### src/rtl/cache_fill_pkg.sv
// Shared types, default parameters and width helpers for the cache miss-fill controller.
package cache_fill_pkg;

   typedef enum logic [1:0] {
      StIdle,
      StFill,
      StTag
   } fill_state_e;

   localparam int unsigned DefAddrW = 16;
   localparam int unsigned DefDataW = 16;
   localparam int unsigned DefWords = 8;
   localparam int unsigned DefCwf   = 0;

   // Byte-offset bits inside one memory word.
   function automatic int unsigned calc_boff(input int unsigned data_w);
      return $clog2(data_w / 8);
   endfunction

   function automatic int unsigned calc_woff(input int unsigned words);
      return $clog2(words);
   endfunction

endpackage

### src/rtl/cache_fill_ctrl_if.sv
// Tag-logic, memory and data/tag-array signals of the fill controller.
interface cache_fill_ctrl_if
   import cache_fill_pkg::*;
#(
   parameter int unsigned ADDR_W = DefAddrW,
   parameter int unsigned DATA_W = DefDataW,
   parameter int unsigned WORDS  = DefWords
);
   localparam int unsigned WOFF = calc_woff(WORDS);

   logic              miss_detected;
   logic [ADDR_W-1:0] miss_address;
   logic              mem_req_ready;
   logic [DATA_W-1:0] memory_data;
   logic              memory_data_valid;
   logic              mem_req_valid;
   logic [ADDR_W-1:0] memory_address;
   logic              fsm_busy;
   logic              write_data_array;
   logic [WOFF-1:0]   word_num;
   logic [DATA_W-1:0] fill_data;
   logic              write_tag_array;
   logic              crit_word_valid;

   modport master (
      input  miss_detected, miss_address, mem_req_ready, memory_data, memory_data_valid,
      output mem_req_valid, memory_address, fsm_busy, write_data_array, word_num, fill_data,
             write_tag_array, crit_word_valid
   );

   modport slave (
      output miss_detected, miss_address, mem_req_ready, memory_data, memory_data_valid,
      input  mem_req_valid, memory_address, fsm_busy, write_data_array, word_num, fill_data,
             write_tag_array, crit_word_valid
   );

endinterface

### src/rtl/fill_word_ctr.sv
// Word counter for the fill controller: synchronous clear, increment, saturates at MaxVal.
module fill_word_ctr #(
   parameter int unsigned CntW   = 4,
   parameter int unsigned MaxVal = 8
) (
   input  logic            clk,
   input  logic            rst,
   input  logic            i_clr,
   input  logic            i_inc,
   output logic [CntW-1:0] o_cnt
);

   logic [CntW-1:0] r_cnt;

   always_ff @(posedge clk or posedge rst) begin
      if (rst) begin
         r_cnt <= '0;
      end else if (i_clr) begin
         r_cnt <= '0;
      end else if (i_inc && (r_cnt < CntW'(MaxVal))) begin
         r_cnt <= r_cnt + 1'b1;
      end
   end

   assign o_cnt = r_cnt;

endmodule

### src/rtl/cache_fill_ctrl.sv
// Cache miss-fill controller: pipelined block read from memory, data-array writes,
// then a single tag/valid write. Optional critical-word-first wrap order.
module cache_fill_ctrl
   import cache_fill_pkg::*;
#(
   parameter int unsigned ADDR_W = DefAddrW,
   parameter int unsigned DATA_W = DefDataW,
   parameter int unsigned WORDS  = DefWords,
   parameter int unsigned CWF    = DefCwf
) (
   input logic               clk,
   input logic               rst,
   cache_fill_ctrl_if.master io_bus
);

   localparam int unsigned BOFF = calc_boff(DATA_W);
   localparam int unsigned WOFF = calc_woff(WORDS);
   localparam int unsigned LOW  = BOFF + WOFF;
   localparam logic [WOFF:0] CntMax = (WOFF + 1)'(WORDS);
   localparam logic [ADDR_W-1:0] BaseMask = {{(ADDR_W - LOW){1'b1}}, {LOW{1'b0}}};

   fill_state_e       r_state;
   fill_state_e       w_state_next;
   logic [ADDR_W-1:0] r_base;
   logic [WOFF-1:0]   r_start;
   logic [WOFF:0]     w_req_cnt;
   logic [WOFF:0]     w_rsp_cnt;
   logic [WOFF-1:0]   w_req_word;
   logic              w_start_fill;
   logic              w_issue;
   logic              w_req_fire;
   logic              w_accept;
   logic              w_last_rsp;

   assign w_start_fill = (r_state == StIdle) && io_bus.miss_detected;
   assign w_issue      = (r_state == StFill) && (w_req_cnt < CntMax);
   assign w_req_fire   = w_issue && io_bus.mem_req_ready;
   assign w_accept     = (r_state == StFill) && io_bus.memory_data_valid &&
                         (w_rsp_cnt < w_req_cnt);
   assign w_last_rsp   = w_accept && (w_rsp_cnt == CntMax - 1'b1);

   fill_word_ctr #(
      .CntW   (WOFF + 1),
      .MaxVal (WORDS)
   ) u_req_ctr (
      .clk   (clk),
      .rst   (rst),
      .i_clr (w_start_fill),
      .i_inc (w_req_fire),
      .o_cnt (w_req_cnt)
   );

   fill_word_ctr #(
      .CntW   (WOFF + 1),
      .MaxVal (WORDS)
   ) u_rsp_ctr (
      .clk   (clk),
      .rst   (rst),
      .i_clr (w_start_fill),
      .i_inc (w_accept),
      .o_cnt (w_rsp_cnt)
   );

   always_ff @(posedge clk or posedge rst) begin
      if (rst) begin
         r_state <= StIdle;
         r_base  <= '0;
         r_start <= '0;
      end else begin
         r_state <= w_state_next;
         if (w_start_fill) begin
            r_base  <= io_bus.miss_address & BaseMask;
            r_start <= (CWF != 0) ? io_bus.miss_address[LOW-1:BOFF] : '0;
         end
      end
   end

   always_comb begin
      w_state_next = r_state;
      unique case (r_state)
         StIdle:  if (io_bus.miss_detected) w_state_next = StFill;
         StFill:  if (w_last_rsp) w_state_next = StTag;
         StTag:   w_state_next = StIdle;
         default: w_state_next = StIdle;
      endcase
   end

   // Word index is WOFF bits wide so the wrap never carries into the tag bits.
   assign w_req_word = r_start + w_req_cnt[WOFF-1:0];

   assign io_bus.mem_req_valid    = w_issue;
   assign io_bus.memory_address   = r_base | (ADDR_W'(w_req_word) << BOFF);
   assign io_bus.write_data_array = w_accept;
   assign io_bus.word_num         = r_start + w_rsp_cnt[WOFF-1:0];
   assign io_bus.fill_data        = io_bus.memory_data;
   assign io_bus.crit_word_valid  = w_accept && (w_rsp_cnt == '0);
   assign io_bus.write_tag_array  = (r_state == StTag);
   assign io_bus.fsm_busy         = (r_state != StIdle) || io_bus.miss_detected;

endmodule

### src/flat_wrapper.sv
// flat-port wrapper written by rule: the top's interface ports become plain ports
module cache_fill_ctrl_flat import cache_fill_pkg::*;
#(
   parameter int unsigned ADDR_W = DefAddrW,
   parameter int unsigned DATA_W = DefDataW,
   parameter int unsigned WORDS  = DefWords,
   parameter int unsigned CWF    = DefCwf
)
  (clk, rst, io_bus_miss_detected, io_bus_miss_address, io_bus_mem_req_ready, io_bus_memory_data, io_bus_memory_data_valid, io_bus_mem_req_valid, io_bus_memory_address, io_bus_fsm_busy, io_bus_write_data_array, io_bus_word_num, io_bus_fill_data, io_bus_write_tag_array, io_bus_crit_word_valid);
  cache_fill_ctrl_if #(.ADDR_W(ADDR_W), .DATA_W(DATA_W), .WORDS(WORDS)) io_bus_i ();
  input logic clk;
  input logic rst;
  input wire logic [$bits(io_bus_i.miss_detected)-1:0] io_bus_miss_detected;
  input wire logic [$bits(io_bus_i.miss_address)-1:0] io_bus_miss_address;
  input wire logic [$bits(io_bus_i.mem_req_ready)-1:0] io_bus_mem_req_ready;
  input wire logic [$bits(io_bus_i.memory_data)-1:0] io_bus_memory_data;
  input wire logic [$bits(io_bus_i.memory_data_valid)-1:0] io_bus_memory_data_valid;
  output wire logic [$bits(io_bus_i.mem_req_valid)-1:0] io_bus_mem_req_valid;
  output wire logic [$bits(io_bus_i.memory_address)-1:0] io_bus_memory_address;
  output wire logic [$bits(io_bus_i.fsm_busy)-1:0] io_bus_fsm_busy;
  output wire logic [$bits(io_bus_i.write_data_array)-1:0] io_bus_write_data_array;
  output wire logic [$bits(io_bus_i.word_num)-1:0] io_bus_word_num;
  output wire logic [$bits(io_bus_i.fill_data)-1:0] io_bus_fill_data;
  output wire logic [$bits(io_bus_i.write_tag_array)-1:0] io_bus_write_tag_array;
  output wire logic [$bits(io_bus_i.crit_word_valid)-1:0] io_bus_crit_word_valid;
  assign io_bus_i.miss_detected = io_bus_miss_detected;
  assign io_bus_i.miss_address = io_bus_miss_address;
  assign io_bus_i.mem_req_ready = io_bus_mem_req_ready;
  assign io_bus_i.memory_data = io_bus_memory_data;
  assign io_bus_i.memory_data_valid = io_bus_memory_data_valid;
  assign io_bus_mem_req_valid = io_bus_i.mem_req_valid;
  assign io_bus_memory_address = io_bus_i.memory_address;
  assign io_bus_fsm_busy = io_bus_i.fsm_busy;
  assign io_bus_write_data_array = io_bus_i.write_data_array;
  assign io_bus_word_num = io_bus_i.word_num;
  assign io_bus_fill_data = io_bus_i.fill_data;
  assign io_bus_write_tag_array = io_bus_i.write_tag_array;
  assign io_bus_crit_word_valid = io_bus_i.crit_word_valid;
  cache_fill_ctrl #(.ADDR_W(ADDR_W), .DATA_W(DATA_W), .WORDS(WORDS), .CWF(CWF)) u_core (.clk(clk), .rst(rst), .io_bus(io_bus_i));
endmodule
### config.mk
export PLATFORM = sky130hd
export DESIGN_NAME = cache_fill_ctrl_flat
export DESIGN_NICKNAME = d
export VERILOG_FILES = /design/src/rtl/cache_fill_pkg.sv /design/src/rtl/cache_fill_ctrl_if.sv /design/src/rtl/fill_word_ctr.sv /design/src/rtl/cache_fill_ctrl.sv /design/src/flat_wrapper.sv
export SDC_FILE = /design/constraint.sdc
export NUM_CORES = 1
export LEC_CHECK = 0
export ABC_AREA = 0
export CORE_ASPECT_RATIO = 2
export CORE_MARGIN = 10
export CORE_UTILIZATION = 37
export CTS_BUF_LIST = sky130_fd_sc_hd__clkbuf_4
export DETAILED_ROUTE_END_ITERATION = 12
export PLACE_DENSITY = 0.8
export REMOVE_ABC_BUFFERS = 1
export SKIP_CTS_REPAIR_TIMING = 1
export SYNTH_ARGS = -nofsm -noshare
export SYNTH_HDL_FRONTEND = slang
export SYNTH_SLANG_ARGS = --single-unit
### constraint.sdc
create_clock -name clk -period 2 [get_ports clk]
set_input_delay 0.6 -clock clk [delete_from_list [all_inputs] [get_ports clk]]
set_output_delay 0.6 -clock clk [all_outputs]
set_load 0.05 [all_outputs]
== Word level (Yosys, flattened, before mapping) ==
Cells that the tools add are included.

* Bits in registers: 22
* Input bits: 37
* Output and inout port bits: 40
* Word-level logic and storage cells: 38

* $add $sub $neg: 2
* Order comparisons: 3
* Equal/unequal tests: 5
* Muxes and demuxes: 7
* Bitwise gates (word level): 1
* Reductions and logical operators: 16

{| class="wikitable"
|+ Operators by type and width
! cell !! count
|-
| 4-bit two-way mux || 4
|-
| 16-bit by 4-bit OR with 16-bit output || 1
|-
| 1-bit logical AND || 9
|-
| 4-bit by 1-bit adder with 4-bit output, second input constant || 2
|-
| 4-bit < comparator, second input constant || 2
|-
| 2-bit nonzero test || 3
|-
| 4-bit by 3-bit == test with 1-bit output, second input constant || 1
|-
| 4-bit zero test || 1
|-
| 4-bit < comparator || 1
|-
| 2-bit two-way mux || 2
|-
| 2-bit case mux with 2 select lines || 1
|-
| 2-bit by 1-bit == test with 1-bit output, second input constant || 1
|-
| 2-bit == test, second input constant || 1
|-
| 2-bit zero test || 1
|-
| 2-bit by 1-bit inequality test with 1-bit output, second input constant || 1
|-
| 2-bit inequality test, second input constant || 1
|-
| 2-bit AND reduction || 1
|-
| 1-bit logical OR || 1
|}

== Logic depth before layout (Yosys ltp) ==
Gate-level depths: netlist (run 1).

* Word-level depth: 6
* Gate-level depth with buffers: 7
* Mapped depth without buffers: 7

== By module ==
From an unflattened synthesis (run 1), not the netlist that was laid out.

* Cell total of the unflattened synthesis: 101
* Area total of the unflattened synthesis: 1172.4 um2

{| class="wikitable"
|+ Modules (own cells, without submodules)
! module !! instances !! cells an instance !! area an instance (um2) !! seq. area each (um2)
|-
| cache_fill_ctrl || 1 || 69 || 794.5 || 350.3
|-
| fill_word_ctr || 2 || 16 || 188.9 || 100.1
|}

== Worst setup path after synthesis (run 1) ==
OpenSTA, ideal clock, no wires.

* Path type: register to output
* Start: reg u_core.u_rsp_ctr.r_cnt[1] (netlist: u_core.u_rsp_ctr.o_cnt[1])
* End: out io_bus_crit_word_valid
* Arrival time: 2694 ps
* Data required time: 1400 ps
* Setup slack: -1294 ps
* Stages on the path, launching flop included: 5
* Path buffers: 0
* Cell sequence: dfrtp_1 > ha_1 > o211ai_1 > o211ai_2 > nor4b_1

* Word-level cells in the longest chain between the ends: 3
* Elaborated cells on any way between the ends: 4
* Classes of those cells: 1 x order compare; 3 x reduce/logical

{| class="wikitable"
|+ Ends and longest elaborated chain
! element !! line !! text
|-
| start: declaration || fill_word_ctr.sv:13 || <nowiki>logic [CntW-1:0] r_cnt;</nowiki>
|-
| start signal: assignment || fill_word_ctr.sv:21 || <nowiki>r_cnt <= r_cnt + 1'b1;</nowiki>
|-
| 4-bit < comparator || cache_fill_ctrl.sv:39 || <nowiki>(w_rsp_cnt < w_req_cnt);</nowiki>
|-
| 1-bit logical AND || cache_fill_ctrl.sv:38 || <nowiki>assign w_accept = (r_state == StFill) && io_bus.memory_data_valid &&</nowiki>
|-
| 1-bit logical AND * || cache_fill_ctrl.sv:96 || <nowiki>assign io_bus.crit_word_valid = w_accept && (w_rsp_cnt == '0);</nowiki>
|-
| end: declaration || flat_wrapper.sv:25 || <nowiki>output wire logic [$bits(io_bus_i.crit_word_valid)-1:0] io_bus_crit_word_valid;</nowiki>
|}

Mark *: on every way between the ends. The rest lies on a longest branch, timed or not.

== Worst setup path in the final report (run 1) ==
* Start: reg u_core.u_req_ctr.r_cnt[1] (netlist: u_core.u_req_ctr.o_cnt[1])
* End: out io_bus_crit_word_valid

* Word-level cells in the longest chain between the ends: 3

{| class="wikitable"
|+ Ends and longest elaborated chain
! element !! line
|-
| start: declaration || fill_word_ctr.sv:13
|-
| start signal: assignment || fill_word_ctr.sv:21
|-
| 4-bit < comparator || cache_fill_ctrl.sv:39
|-
| 1-bit logical AND || cache_fill_ctrl.sv:38
|-
| 1-bit logical AND || cache_fill_ctrl.sv:96
|}

No other way between the ends.

==> results of run 1 <==
==> worst max-delay path, delay by kind of cell (launching register included) <==
| family | cells | cell delay, ns |
|---|---|---|
| flip-flops | 1 | 0.41 |
| AND/OR/NAND/NOR | 1 | 0.25 |
| AO/OA/AOI/OAI | 2 | 0.37 |
| adder cells (fa/ha/maj) | 1 | 0.19 |
| buffers and inverters | 3 | 0.36 |
==> registers in the layout (all words and copies together), names as in the netlist <==
| name | flops |
|---|---|
| u_core.r_base | 12 |
| u_core.u_rsp_ctr.o_cnt | 4 |
| u_core.r_state | 2 |
| u_core.u_req_ctr.o_cnt | 4 |
==> cell usage in the layout (no fill, tap or decap), types with 2 or more instances in the layout <==
| cell | netlist | final |
|---|---|---|
| a21oi_1 | 4 | 3 |
| buf_12 | 0 | 5 |
| buf_4 | 23 | 37 |
| buf_6 | 0 | 4 |
| clkbuf_4 | 0 | 3 |
| clkdlybuf4s50_1 | 0 | 14 |
| dfrtp_1 | 22 | 22 |
| dlymetal6s2s_1 | 0 | 2 |
| ha_1 | 6 | 4 |
| ha_4 | 0 | 2 |
| inv_1 | 9 | 5 |
| inv_2 | 0 | 3 |
| mux2_2 | 12 | 12 |
| nand2_1 | 2 | 2 |
| nand3_1 | 3 | 3 |
| nor2_1 | 6 | 6 |
| nor3b_2 | 0 | 3 |
| o31ai_1 | 2 | 2 |
| xnor2_1 | 2 | 2 |
==> metrics by stage <==
stage          setup TNS [ns]  utilization, %  cells
3_5_place_dp            -2.41            50.9    174
3_3_place_gp            -1.80            50.9    174
6_report               -0.781            55.0    182
2_1_floorplan          -10.32               -     85
4_1_cts                 -1.22            51.8    178
5_1_grt                 -1.00            55.0    182
==> how the worst max path moves through the flow <==
stage,endpoint,depth (start not counted),from
2_1_floorplan,io_bus_crit_word_valid,5,u_core.u_req_ctr.o_cnt[1]
3_3_place_gp,io_bus_crit_word_valid,6,io_bus_memory_data_valid
3_5_place_dp,io_bus_crit_word_valid,6,io_bus_memory_data_valid
4_1_cts,io_bus_crit_word_valid,6,io_bus_memory_data_valid
5_1_grt,io_bus_crit_word_valid,7,u_core.u_req_ctr.o_cnt[1]
6_report,io_bus_crit_word_valid,7,u_core.u_req_ctr.o_cnt[1]
==> cell usage after synthesis, drive strengths merged <==
master,count,area share [%]
buf,25,15
dfrtp,22,46
mux2,12,11
inv,9,2.8
ha,6,6.2
nor2,6,1.9
a21oi,4,1.7
nand3,3,1.2
nor3b,3,1.9
and4bb,2,2.1
nand2,2,0.62
o211ai,2,1.7
o31ai,2,1.2
xnor2,2,1.4
a311oi,1,0.72
and2b,1,0.62
and3,1,0.52
conb,1,0.31
nand4,1,0.52
nor4b,1,0.72
o21ai,1,0.41
o22ai,1,0.52
or3,1,0.52
or4,1,0.62
==> cell families (layout without fill, tap and decap cells) <==
group / after synthesis / in the layout / synth area share (%)
simple gates: 22 / 22 / 11.2
mux: 12 / 12 / 11.2
flops: 22 / 22 / 45.5
fa+ha+maj: 6 / 6 / 6.21
xor+xnor: 2 / 2 / 1.45
other cells: 1 / 1 / 0.310
buf+inv: 34 / 75 / 17.9
compound gates: 11 / 11 / 6.21
==> layout make-up <==
type	instances	area, um2
multi-input combinational	54	495
sequential	22	551
tap	31	38.8
timing repair buffer	62	588
inverter	9	36.3
clock buffer	3	22.5
fill	279	1420
clock inverter	1	3.75
==> power by group through the flow <==
stage                     Combinational (mW)  Sequential [mW]  Clock, mW
after CTS                               2.16            0.756      0.209
after detailed placement                2.15            0.766          0
after global routing                    2.42            0.792      0.231
after floorplan                        0.603             1.41          0
after global placement                  2.06            0.749          0
final                                   2.28            0.768      0.202
==> layer usage <==
metal | vias up | share of wire [%] | global-route usage [%]
met5 | - | 0 | 0
met4 | 0 | 1.1 | 2.38
met3 | 4 | 12 | 6.44
met2 | 55 | 54 | 17.1
met1 | 461 | 33 | 10.7
li1 | 433 | - | -
==> results.sh, run 1 <==
export IMPL_status="finished with violations"
export IMPL_violations="negative setup slack"
export IMPL_final_area_mm2=0.00174
export IMPL_holdWs_ns=0.521
export IMPL_ios=77
export IMPL_timing_rr_start="u_core.u_req_ctr.o_cnt[1]"
export IMPL_die_h_um=101
export IMPL_die_area_mm2=0.00609
export IMPL_synth_area_per_cell_um2=11.0
export IMPL_yosysSeqAreaShare_pct=45.5
export IMPL_p_per_area_mw_per_mm2=1870
export IMPL_reg2reg_to="u_core.u_rsp_ctr.o_cnt[2]"
export IMPL_p_int_mw=1.65
export IMPL_rows=29
export IMPL_p_leak_nw=0.829
export IMPL_clkLatencyLatePin_ns=0.29
export IMPL_hpwl_um=2710
export IMPL_path_max_fanout=2
export IMPL_crit_chain="inv_2, ha_4, o211ai_1, o211ai_2, nor4b_2, buf_4, buf_12"
export IMPL_cts_clk_slew_worst_paths_ns=0.12
export IMPL_hold_class="flip-flop to flip-flop"
export IMPL_synth_cells=110
export IMPL_syn_to_final_growth_pct=43.6
export IMPL_min_from="u_core.r_base[10]"
export IMPL_synth_cell_types=27
export IMPL_ys_warn_count=0
export IMPL_end_kind="output port"
export IMPL_grt_max_degree=23
export IMPL_dr_pass1_iters=4
export IMPL_setup_slack_ns=-0.472
export IMPL_crit_type="flip-flop to output port"
export IMPL_vias=953
export IMPL_whs_endpoint="u_core.r_base[10]"
export IMPL_gp_congestion=0.737
export IMPL_slew_violations=0
export IMPL_start_kind="flip-flop"
export IMPL_cts_tree="yes"
export IMPL_drt_initial_drc_count=13
export IMPL_grt_pass1_vias=1057
export IMPL_clock_fmax_mhz=405
export IMPL_netSwitchingPower_mw=1.60
export IMPL_finalPower_mw=3.25
export IMPL_seqPwrFrac_pct=23.6
export IMPL_num_nets_final=195
export IMPL_postRouteAntennaNets=0
export IMPL_grt_pass1_wl_um=5060
export IMPL_cts_buffers_inserted=3
export IMPL_htree_levels=1
export IMPL_placedInstanceArea_mm2=0.00161
export IMPL_antenna_found_initial=0
export IMPL_drv_cap=0
export IMPL_dieWidth_um=60.4
export IMPL_peakVddDrop_mv=1.23
export IMPL_hold_path_depth=1
export IMPL_drc=0
export IMPL_finalSetupViolCount=2
export IMPL_r2r_setup_slack_ns=0.07
export IMPL_swShare_pct=49.2
export IMPL_slowest_stage="dfrtp_1"
export IMPL_max_stage_delay_ns=0.41
export IMPL_skew_ns=0.00213
export IMPL_core_area_mm2=0.00316
export IMPL_grt_ovfl_total=0
export IMPL_antenna_cells=0
export IMPL_cp_arrival_ns=1.87
export IMPL_crit_required_ns=1.40
export IMPL_reg2reg_depth=8
export IMPL_start_util_pct=38.3
export IMPL_viasPerCell=5.24
export IMPL_wirelength_um=3330
export IMPL_yosys_register_bits=22
export IMPL_synth_cell_area_mm2=0.00121
export IMPL_fin_crit_sh_pct=124
export IMPL_routedWlPerCell_um=18.3
export IMPL_grtUsageTotal_pct=10.4
export IMPL_cts_sinks=22
export IMPL_fin_crit_ns=2.47
export IMPL_power_share_clock_pct=6.2
export IMPL_combPwrFrac_pct=70.2
export IMPL_clockBufferDepth=2
export IMPL_cts_root_buf="clkbuf_4"
export IMPL_pre_cts_ws_ns=-0.612
export IMPL_drive_above_1_share_pct=49.7
export IMPL_hold_viol_final=0
export IMPL_grt_setup_unrepaired="yes"
export IMPL_port_buffers=39
(Power assumes the default switching activity.)
==> run 2: changes to the inputs <==
Settings changed: MAX_ROUTING_LAYER from default to met4.
==> run 2 against run 1 <==
The flow still finishes with violations (negative setup slack). Clock power about the same. Cell count stayed put. Utilization stayed put. Maximum frequency barely moved. Die area is the same. Wire length is 0.18% lower. Combinational power barely moved. Global-route usage is 0.27 points higher. Critical path depth unchanged. Hold slack better by 0.0039 ns. Critical path type unchanged.
==> results.sh, run 2 (same netlist as run 1, synthesis figures left out) <==
export IMPL_status="finished with violations"
export IMPL_violations="negative setup slack"
export IMPL_drc=0
export IMPL_slowest_stage="dfrtp_1"
export IMPL_layout_common_cells="buf_4, dfrtp_1, clkdlybuf4s50_1"
export IMPL_p_per_area_mw_per_mm2=1880
export IMPL_final_cell_count_no_fill=182
export IMPL_finalSetupTns_ns=-0.786
export IMPL_crit_type="flip-flop to output port"
export IMPL_rows=29
export IMPL_skew_ns=0.00230
export IMPL_grtUsageTotal_pct=10.7
export IMPL_cts_buffers_inserted=3
export IMPL_viasPerCell=5.24
export IMPL_postRouteAntennaNets=0
export IMPL_drt_initial_drc_count=9
export IMPL_hold_class="flip-flop to flip-flop"
export IMPL_die_area_mm2=0.00609
export IMPL_drv_cap=0
export IMPL_fin_crit_ns=2.47
export IMPL_grt_pass1_wl_um=5060
export IMPL_crit_required_ns=1.40
export IMPL_final_area_mm2=0.00174
export IMPL_setup_slack_ns=-0.472
export IMPL_cts_root_buf="clkbuf_4"
export IMPL_num_nets_final=195
export IMPL_start_kind="flip-flop"
export IMPL_die_h_um=101
export IMPL_crit_chain="inv_2, ha_4, o211ai_1, o211ai_2, nor4b_2, buf_4, buf_12"
export IMPL_path_delay_family="flip-flops"
export IMPL_cts_sinks=22
export IMPL_crit_buf_inv=3
export IMPL_hpwl_um=2710
export IMPL_max_stage_delay_ns=0.41
export IMPL_path_max_fanout=2
export IMPL_hold_viol_final=0
export IMPL_cp_arrival_ns=1.87
export IMPL_clockBufferDepth=2
export IMPL_layout_commonest_cell="buf_4"
export IMPL_p_leak_nw=0.829
export IMPL_peakVddDrop_mv=1.24
export IMPL_dp_cells=174
export IMPL_grt_setup_unrepaired="yes"
export IMPL_cts_clk_slew_worst_paths_ns=0.12
export IMPL_core_area_mm2=0.00316
export IMPL_regMostFlops="u_core.r_base"
export IMPL_routedWlPerCell_um=18.3
export IMPL_syn_to_final_growth_pct=43.6
export IMPL_clkLatencyLatePin_ns=0.29
export IMPL_antenna_cells=0
export IMPL_antenna_found_initial=0
export IMPL_ios=77
export IMPL_cts_tree="yes"
export IMPL_dr_pass1_iters=4
export IMPL_port_buffers=39
export IMPL_grt_max_degree=23
export IMPL_clock_fmax_mhz=405
export IMPL_dieWidth_um=60.4
export IMPL_largest_reg_flops=12
export IMPL_drive_above_1_share_pct=49.7
export IMPL_finalSetupViolCount=2
export IMPL_slew_violations=0
export IMPL_fin_crit_sh_pct=124
export IMPL_grt_pass1_vias=1053
export IMPL_vias=953
export IMPL_wirelength_um=3320
export IMPL_filler_cell_count=279
export IMPL_grt_ovfl_total=0
export IMPL_htree_levels=1
export IMPL_end_kind="output port"
export IMPL_gp_congestion=0.746
export IMPL_placedInstanceArea_mm2=0.00161
export IMPL_start_util_pct=38.3
[run 2: layer usage]
layer	GRT usage, %	wire length, um	vias to the layer above
met1	11.8	1220	463
met4	2.38	38	0
met3	4.80	282	4
li1	-	-	433
met2	17.0	1780	53
met5	-	0	-
[run 2: cell type report]
| class | count | area, um2 | area share, % |
|---|---|---|---|
| clock buffers | 3 | 22.5 | 1.30 |
| well taps | 31 | 38.8 | 2.24 |
| clock inverters | 1 | 3.75 | 0.216 |
| multi-input cells | 54 | 495 | 28.6 |
| repair buffers | 62 | 588 | 33.9 |
| flip-flops and latches | 22 | 551 | 31.7 |
| inverters | 9 | 36.3 | 2.09 |
[run 2: final timing paths]
check	start	to	slack, ns	cells past startpoint
hold / removal	u_core.r_base[10]	u_core.r_base[10]	0.52	1
hold reg to reg	u_core.r_base[10]	u_core.r_base[10]	0.52	1
min in group asynchronous	rst	u_core.r_base[13]	0.62	3
setup reg to reg	u_core.u_req_ctr.o_cnt[1]	u_core.u_rsp_ctr.o_cnt[2]	0.07	8
setup / recovery	u_core.u_req_ctr.o_cnt[1]	io_bus_crit_word_valid	-0.47	7
max in group asynchronous	rst	u_core.u_req_ctr.o_cnt[0]	1.15	3
[run 2: report_power, final]
part           switching (mW)  internal, mW
combinational            1.35         0.934
sequential              0.122         0.646
clock                   0.129        0.0725
total                    1.60          1.65
[run 2: metrics by stage]
step	util (%)	setup WS (ns)	hold WS [ns]	total power [mW]
2_1_floorplan	-	-1.64	0.477	2.02
3_3_place_gp	50.9	-0.590	0.492	2.81
3_5_place_dp	50.9	-0.612	0.497	2.92
4_1_cts	51.8	-0.626	0.526	3.12
5_1_grt	55.0	-0.591	0.536	3.44
6_report	55.0	-0.472	0.525	3.26
